[src/rtl/sha256_msg_fetch.sv]
// SHA-256 message fetch and padding front-end: reads message words from SRAM and streams padded W words.
// Optional build macro SHA_FETCH_BSWAP_EN byte-reverses each memory word before masking.
module sha256_msg_fetch (
  input  logic        clk,
  input  logic        reset,
  input  logic        start,
  input  logic [31:0] message_addr,
  input  logic [31:0] size,
  output logic        busy,
  output logic        done,
  output logic        mem_clk,
  output logic        mem_we,
  output logic [15:0] mem_addr,
  input  logic [31:0] mem_read_data,
  output logic        w_valid,
  input  logic        w_ready,
  output logic [31:0] w_data,
  output logic        w_first,
  output logic        w_last,
  output logic        w_final
);
  typedef enum logic [2:0] {IDLE, FETCH, WAIT, OUT, DONE} state_t;
  state_t state, state_nx;

  logic [15:0] base;
  logic [31:0] len, idx, n_words, m_words;
  logic [31:0] idx_inc, req_n, req_m, mem_word;
  logic [2:0]  tag;
  logic        last_word;
  logic        unused_addr_hi;

  assign mem_clk        = clk;
  assign mem_we         = 1'b0;
  assign unused_addr_hi = ^message_addr[31:16];
  assign {w_first, w_last, w_final} = tag;

  // Block count leaves room for the 0x80 marker plus the 8-byte length field.
  assign req_n     = (((size + 32'd8) >> 6) + 32'd1) << 4;
  assign req_m     = (size >> 2) + {31'd0, |size[1:0]};
  assign idx_inc   = idx + 32'd1;
  assign last_word = (idx == n_words - 32'd1);

`ifdef SHA_FETCH_BSWAP_EN
  assign mem_word = {mem_read_data[7:0], mem_read_data[15:8],
                     mem_read_data[23:16], mem_read_data[31:24]};
`else
  assign mem_word = mem_read_data;
`endif

  function automatic logic [31:0] pad_word(input logic [31:0] i, input logic [31:0] sz,
                                           input logic [31:0] n);
    logic [31:0] r;
    r = 32'd0;
    if ({i, 2'b00} == {2'b00, sz}) r = 32'h8000_0000;
    else if (i == n - 32'd2)       r = {29'd0, sz[31:29]};
    else if (i == n - 32'd1)       r = {sz[28:0], 3'b000};
    return r;
  endfunction

  // Only called for words that overlap the message, so the tail is either full or partial.
  function automatic logic [31:0] msg_word(input logic [31:0] d, input logic [31:0] i,
                                           input logic [31:0] sz);
    logic [33:0] byte_end;
    logic [31:0] r;
    byte_end = {i, 2'b00} + 34'd4;
    r = d;
    if (byte_end > {2'b00, sz}) begin
      case (sz[1:0])
        2'd1:    r = {d[31:24], 24'h80_0000};
        2'd2:    r = {d[31:16], 16'h8000};
        2'd3:    r = {d[31:8], 8'h80};
        default: r = d;
      endcase
    end
    return r;
  endfunction

  function automatic logic [2:0] flags(input logic [31:0] i, input logic [31:0] n);
    return {i[3:0] == 4'd0, i[3:0] == 4'hf, i >= n - 32'd16};
  endfunction

  always_ff @(posedge clk) begin
    if (reset) state <= IDLE;
    else       state <= state_nx;
  end

  always_comb begin
    state_nx = state;
    busy     = 1'b0;
    done     = 1'b0;
    w_valid  = 1'b0;
    case (state)
      IDLE:  if (start) state_nx = (req_m != 32'd0) ? FETCH : OUT;
      FETCH: begin
        busy     = 1'b1;
        state_nx = WAIT;
      end
      WAIT:  begin
        busy     = 1'b1;
        state_nx = OUT;
      end
      OUT:   begin
        busy    = 1'b1;
        w_valid = 1'b1;
        if (w_ready) begin
          if (last_word)              state_nx = DONE;
          else if (idx_inc < m_words) state_nx = FETCH;
          else                        state_nx = OUT;
        end
      end
      DONE:  begin
        done     = 1'b1;
        state_nx = IDLE;
      end
      default: state_nx = IDLE;
    endcase
  end

  always_ff @(posedge clk) begin
    if (reset) begin
      base     <= '0;
      len      <= '0;
      idx      <= '0;
      n_words  <= '0;
      m_words  <= '0;
      mem_addr <= '0;
      w_data   <= '0;
      tag      <= '0;
    end else begin
      case (state)
        IDLE: if (start) begin
          base     <= message_addr[15:0];
          len      <= size;
          n_words  <= req_n;
          m_words  <= req_m;
          idx      <= '0;
          mem_addr <= message_addr[15:0];
          if (req_m == 32'd0) begin
            w_data <= pad_word(32'd0, size, req_n);
            tag    <= flags(32'd0, req_n);
          end
        end
        WAIT: begin
          w_data <= msg_word(mem_word, idx, len);
          tag    <= flags(idx, n_words);
        end
        // Pad words reload in place so they stream one per cycle.
        OUT: if (w_ready) begin
          idx <= idx_inc;
          if (!last_word) begin
            if (idx_inc < m_words) mem_addr <= base + idx_inc[15:0];
            else begin
              w_data <= pad_word(idx_inc, len, n_words);
              tag    <= flags(idx_inc, n_words);
            end
          end
        end
        default: ;
      endcase
    end
  end
endmodule

[config.mk]
export PLATFORM = sky130hd
export DESIGN_NAME = sha256_msg_fetch
export DESIGN_NICKNAME = d
export VERILOG_FILES = /design/src/rtl/sha256_msg_fetch.sv
export SDC_FILE = /design/constraint.sdc
export NUM_CORES = 1
export LEC_CHECK = 0
export ABC_AREA = 1
export BUFFER_PORTS_ARGS = -buffer_cell sky130_fd_sc_hd__buf_2
export CAP_MARGIN = 20
export CORE_MARGIN = 8
export CORE_UTILIZATION = 50
export CTS_CLUSTER_DIAMETER = 40
export DETAILED_ROUTE_END_ITERATION = 8
export PLACE_DENSITY = 0.65
export SLEW_MARGIN = 20
export SYNTH_ARGS = -nofsm -noshare
export SYNTH_HDL_FRONTEND = slang
export SYNTH_SLANG_ARGS = --single-unit
[constraint.sdc]
create_clock -name clk -period 7.9 [get_ports clk]
set_clock_uncertainty 0.15 [all_clocks]
set_input_delay 0.79 -clock clk [delete_from_list [all_inputs] [get_ports clk]]
set_output_delay 0.79 -clock clk [all_outputs]
set_load 0.05 [all_outputs]
==> impl_metrics.csv, run 1 <==
group,metric,value,unit
job,maxCapViolations,0,
setup_path,cp_slowest_cell,"nor3_1",
synthesis,synth_top_cell_by_area,"dfxtp_1",
placement,place_hpwl,40.2,mm
timing,setup_violations,0,
clocking,cts_hold_buf,0,
setup_path,rr_startpoint,"idx[0]",
synthesis,ys_seq_area_share,25.1,%
setup_path,cp.required,8.24,ns
timing,setup_tns,0,ns
synthesis,syn_inst,2385,
setup_path,critPathMaxStageDelay,0.53,ns
setup_path,crit_path_end_kind,"flop",
synthesis,synth_edf_count,0,
drt,drt_pre_antenna_iters,5,
setup_path,path_class,"reg -> reg",
grt,antenna_found_initial,1,
power,power.leakage,0.00835,uW
clocking,clk_latency,0.56,ns
die,ios,156,
final_layout,area_delta_synth_final,10.6,%
synthesis,synth_area_leaders,"dfxtp_1 (25%), nand2_1 (13%), ha_1 (12%)",
synthesis,syn_nets,2628,
timing,timing.final.ws_setup,2.19,ns
power,ir_drop,155,uV
synthesis,yosys_warnings,0,
setup_path,cp.arrival,6.05,ns
placement,numPortBuffers,138,
die,coreArea,0.0303,sq mm
final_layout,drive_gt1_share,10.5,%
synthesis,netlist_area,0.0153,sq mm
clocking,path_clk_slew,0.08,ns
die,start_util,50.4,%
grt,grt_pass1_wl,80.1,mm
setup_path,crit_fanout,21,
setup_path,critPathLaunch,"idx[0]",
setup_path,r2r-end,"w_data[3]",
synthesis,synth_seq_cells,192,
setup_path,r2r_slack,2.19,ns
timing,fmax,175,MHz
power,p_per_area,174,mW/mm^2
die,die_w,191,um
setup_path,worst_path_most_repeated_cell,"nor3_1",
die,die_area,0.0365,sq mm
synthesis,ys_dominant_reg_cell,"dfxtp_1",
placement,dp_worst_setup_slack,2.33,ns
synthesis,synth_top_area_share,25.1,%
clocking,cts_tree,"built",
drt,wl_per_cell,17.9,um
synthesis,synth_cell_types,54,
drt,drc,0,
drt,wirelength,51.8,mm
outcome,status,"complete, no violations",
drt,vias,15900,
die,die_h,191,um
timing,period_needed,5.71,ns
placement,place.gp.congestion,0.966,
final_layout,fillers,3095,
final_layout,nets,2720,
grt,grt_max_degree,101,
die,rows,64,
timing,rsz0062_at_grt,"no",
final_layout,diodes,0,
drt,viasPerCell,5.52,
timing,max_slew.worst_pin.slew,1.03,ns
hold_path,worstHoldPathType,"reg -> reg",
grt,grtUsageTotal,28.0,%
drt,antenna_left,0,
drt,drtIter0Drc,1415,
setup_path,worstPathCellList,"inv_1 -> nor3_1 -> nand2_1 -> nor2_1 -> nand3_1 -> nor3_1 -> nand4_1 -> nor3_1 -> nand3_1 -> nor4_1 -> xnor2_1 -> inv_1 -> ha_1 -> nand2_1 -> nor3_1 -> nand4_1 -> nor3_1 -> nand4_1 -> nor2_1 -> buf_4 -> nand2_1 -> nand2_1 -> nor2_1 -> nor2_1",
timing,post-route-period-util,72.3,%
clocking,cts_setup_buffers,0,
clocking,cts_resized,0,
grt,grt_overflow,0,
final_layout,design_area,0.0169,sq mm
placement,dpl_cell_area,0.0162,sq mm
synthesis,synth.top_cells.by_count,"nand2_1 (537), inv_1 (338), nor2_1 (224), a21oi_1 (218), dfxtp_1 (192)",
timing,slew_headroom,31.5,%
timing,hold_viol_final,0,
synthesis,syn_avg_cell_area,6.42,sq um
timing,final_max_slew_viol_count,0,
setup_path,reg2regPathDepth,24,
grt,grt_pass1_vias,14600,
synthesis,synth_most_common_cell,"nand2_1",
setup_path,cp-endpoint,"w_data[3]",
synthesis,async_flop_share,0,%
setup_path,start_kind,"flop",
## flip-flops by register name, indices dropped and copies added, names as in the netlist
name      count
idx          32
len          32
w_data       32
m_words      31
n_words      27
base         16
mem_addr     16
state         3
tag           3
## critical path, delay by kind of cell, from the launching register on
family	cells	cell delay (ns)
simple gates	19	3.84
buf+inv	3	0.66
fa+ha+maj	1	0.36
flops	1	0.47
xor+xnor	1	0.16
## cell families after synthesis
logic type	synth area share [%]
buffers and inverters	10.7
AOI/OAI and AO/OA	16.0
other	0.0245
adders and majority gates	11.8
DFF	25.1
xor gates and xnor gates	4.46
and+or+nand+nor	31.9
## where the power goes
part / internal [uW] / total [uW] / switching (uW)
Sequential: 1060 / 1110 / 51.0
Combinational: 240 / 829 / 589
Clock: 550 / 1000 / 453
Total: 1850 / 2940 / 1090
## cell type report
class                           count  area [sq um]  area share (%)
Clock inverter                     13           155           0.917
Clock buffer                       23           523            3.09
Tap cell                          396           495            2.93
Timing Repair Buffer              147           763            4.51
Inverter                          349          1310            7.75
Multi-Input combinational cell   1766          9830            58.1
Sequential cell                   192          3840            22.7
## per-layer routing
| metal | part of all wire (%) | vias to the layer above | global-route usage [%] |
|---|---|---|---|
| met5 | 0.025 | - | 0 |
| met4 | 2.7 | 2 | 9.82 |
| met3 | 7.0 | 59 | 4.96 |
| met2 | 45 | 556 | 45.5 |
| met1 | 45 | 7316 | 36.9 |
| li1 | - | 7991 | - |
## cells in the final DEF (no fill, tap or decap), types with 72 or more instances in the layout
cell type | Yosys | final
nand2_1 | 537 | 536
inv_1 | 338 | 337
nor2_1 | 224 | 223
a21oi_1 | 218 | 218
dfxtp_1 | 192 | 192
o21ai_0 | 154 | 154
nand3_1 | 152 | 152
ha_1 | 142 | 142
buf_2 | 10 | 137
xor2_1 | 72 | 72
## worst min-delay path by stage
stage / start / endpoint / slack, ns / cells past startpoint
after global placement: mem_addr[5] / mem_addr[5] / 0.30 / 2
after detailed placement: mem_addr[0] / mem_addr[0] / 0.31 / 2
after global routing: size[1] / len[1] / 0.32 / 3
final: mem_addr[4] / mem_addr[4] / 0.32 / 2
after floorplan: m_words[1] / m_words[1] / 0.29 / 2
after CTS: size[1] / len[1] / 0.31 / 3
## metrics by stage
step,instances,utilization [%],hold WS (ns),total power [uW]
global route,2886,55.7,0.322,3090
floorplan,2385,-,0.285,1750
CTS,2886,55.7,0.314,2950
finish,2886,55.7,0.316,2940
detailed placement,2851,53.5,0.307,1970
global placement,2851,53.5,0.300,1950
(Power assumes the default switching activity.)
==> run 2: changes to the inputs <==
clock period = 5.3 ns   (was 7.9 ns; I/O delays follow)
==> run 2 against run 1 <==
Worst setup slack worse by 1.7 ns; register-to-register slack worse by 1.7 ns; total power is 51% higher; clock power is 53% higher; die area stayed put; cell area is 0.98% higher; worst hold slack worse by 0.24 ns; routed wire length is 1.1% higher; flip-flop and latch count stayed put; global-route usage is 0.62 points higher; sequential share of layout area is 0.22 points lower; largest cell class unchanged.
==> impl_metrics.csv, run 2 (same netlist as run 1, synthesis figures left out) <==
group,metric,value,unit
die,coreArea,0.0303,sq mm
grt,grt_overflow,0,
drt,wirelength,52.3,mm
setup_path,r2r_slack,0.45,ns
hold_path,worstHoldPathType,"in -> reg",
setup_path,cp_slowest_cell,"dfxtp_1",
drt,drt_pre_antenna_iters,5,
grt,antenna_found_initial,0,
die,die_h,191,um
timing,final_max_slew_viol_count,0,
die,die_area,0.0365,sq mm
job,maxCapViolations,0,
clocking,cts_tree,"built",
drt,wl_per_cell,18.1,um
timing,post-route-period-util,91.5,%
timing,setup_violations,0,
drt,drtIter0Drc,1220,
timing,fmax,206,MHz
grt,grt_max_degree,108,
drt,route.met2.wl,24.0,mm
timing,hold_viol_final,0,
die,die_w,191,um
placement,dpl_cell_area,0.0164,sq mm
setup_path,worst_path_most_repeated_cell,"nand3_1",
timing,timing.final.ws_setup,0.448,ns
power,ir_drop,236,uV
timing,period_needed,4.85,ns
grt,grt_pass1_wl,81.8,mm
final_layout,area_delta_synth_final,11.6,%
placement,dp_worst_setup_slack,0.352,ns
power,p_per_area,260,mW/mm^2
drt,wl_met1,23.3,mm
setup_path,cp_num_buf_inv,4,
final_layout,largestRegisters,"idx: 32 flops, len: 32 flops, w_data: 32 flops",
drt,antenna_left,0,
drt,vias,16000,
drt,top_layer,"met4",
final_layout,nets,2733,
final_layout,most-common-layout-cells,"nand2_1 (535), inv_1 (337), nor2_1 (223), a21oi_1 (218), dfxtp_1 (192)",
timing,max_slew.worst_pin.slew,1.04,ns
drt,drc,0,
timing,hold_slack,0.0776,ns
final_layout,drive_gt1_share,11.1,%
clocking,clk_latency,0.56,ns
drt,route.met3.wl,3.33,mm
clocking,path_clk_slew,0.07,ns
setup_path,cp.required,5.65,ns
final_layout,design_area,0.0171,sq mm
setup_path,crit_fanout,9,
placement,place_hpwl,41.0,mm
drt,viasPerCell,5.52,
grt,grt_pass1_vias,14900,
setup_path,start_kind,"flop",
die,start_util,50.4,%
setup_path,path_class,"reg -> reg",
final_layout,diodes,0,
setup_path,critPathMaxStageDelay,0.48,ns
timing,slew_headroom,30.6,%
setup_path,critical-path-top-delay-family,"simple AND/OR/NAND/NOR gates",
die,rows,64,
outcome,status,"complete, no violations",
placement,numPortBuffers,138,
final_layout,layout_commonest_cell,"nand2_1",
power,power.leakage,0.00845,uW
setup_path,crit_path_end_kind,"flop",
timing,setup_tns,0,ns
grt,grtUsageTotal,28.7,%
placement,place.gp.congestion,0.942,
setup_path,cp.arrival,5.20,ns
die,ios,156,
-- run 2: cell types whose count changed in the layout (fill, tap and decap cells not counted), sizes merged --
cell	delta
bufinv	+2
clkbuf	+1
inv	-2
buf	+13
clkinv	+3
clkinvlp	-6
-- run 2: layout make-up --
type                       instances  area [sq um]
multi-input combinational       1766          9860
clock inverter                    10           161
clock buffer                      24           527
fill                            3102         13300
tap                              396           495
timing repair buffer             160           890
inverter                         349          1310
sequential                       192          3840
-- run 2: where the power goes --
part / internal, uW / switching [uW] / total (uW) / leakage (uW)
sequential: 1580 / 77.2 / 1650 / 0.00158
combinational: 366 / 894 / 1260 / 0.00653
clock: 900 / 631 / 1530 / 0.000341
-- run 2: per-layer routing --
layer  vias to the layer above  GRT usage, %
li1                       8040             -
met1                      7341          37.6
met2                       528          46.6
met3                        92          4.74
met4                         0          10.7
met5                         -             0
-- run 2: tightest hold or removal path, stage by stage --
cell     delay, ns
buf_2         0.10
nand2_1       0.06
a21oi_1       0.05
-- run 2: final timing paths --
| check | start | end | cells past startpoint |
|---|---|---|---|
| worst max-delay path | idx[0] | w_data[10] | 25 |
| worst min-delay path | message_addr[11] | base[11] | 3 |
| worst max register to register | idx[0] | w_data[10] | 25 |
| worst min register to register | mem_addr[6] | mem_addr[6] | 2 |
-- run 2: metrics by stage --
step	utilization, %	power [uW]	instances
2_1_floorplan	-	2610	2385
3_3_place_gp	53.9	2920	2863
3_5_place_dp	53.9	2960	2863
4_1_cts	56.2	4450	2896
5_1_grt	56.3	4680	2897
6_report	56.3	4440	2897
-- run 2: what timing repair did --
action                                  CTS  global route
buffers inserted                          0             1
hold buffers                              0             0
resized for setup                         0             7
endpoints found under the setup margin    0            48
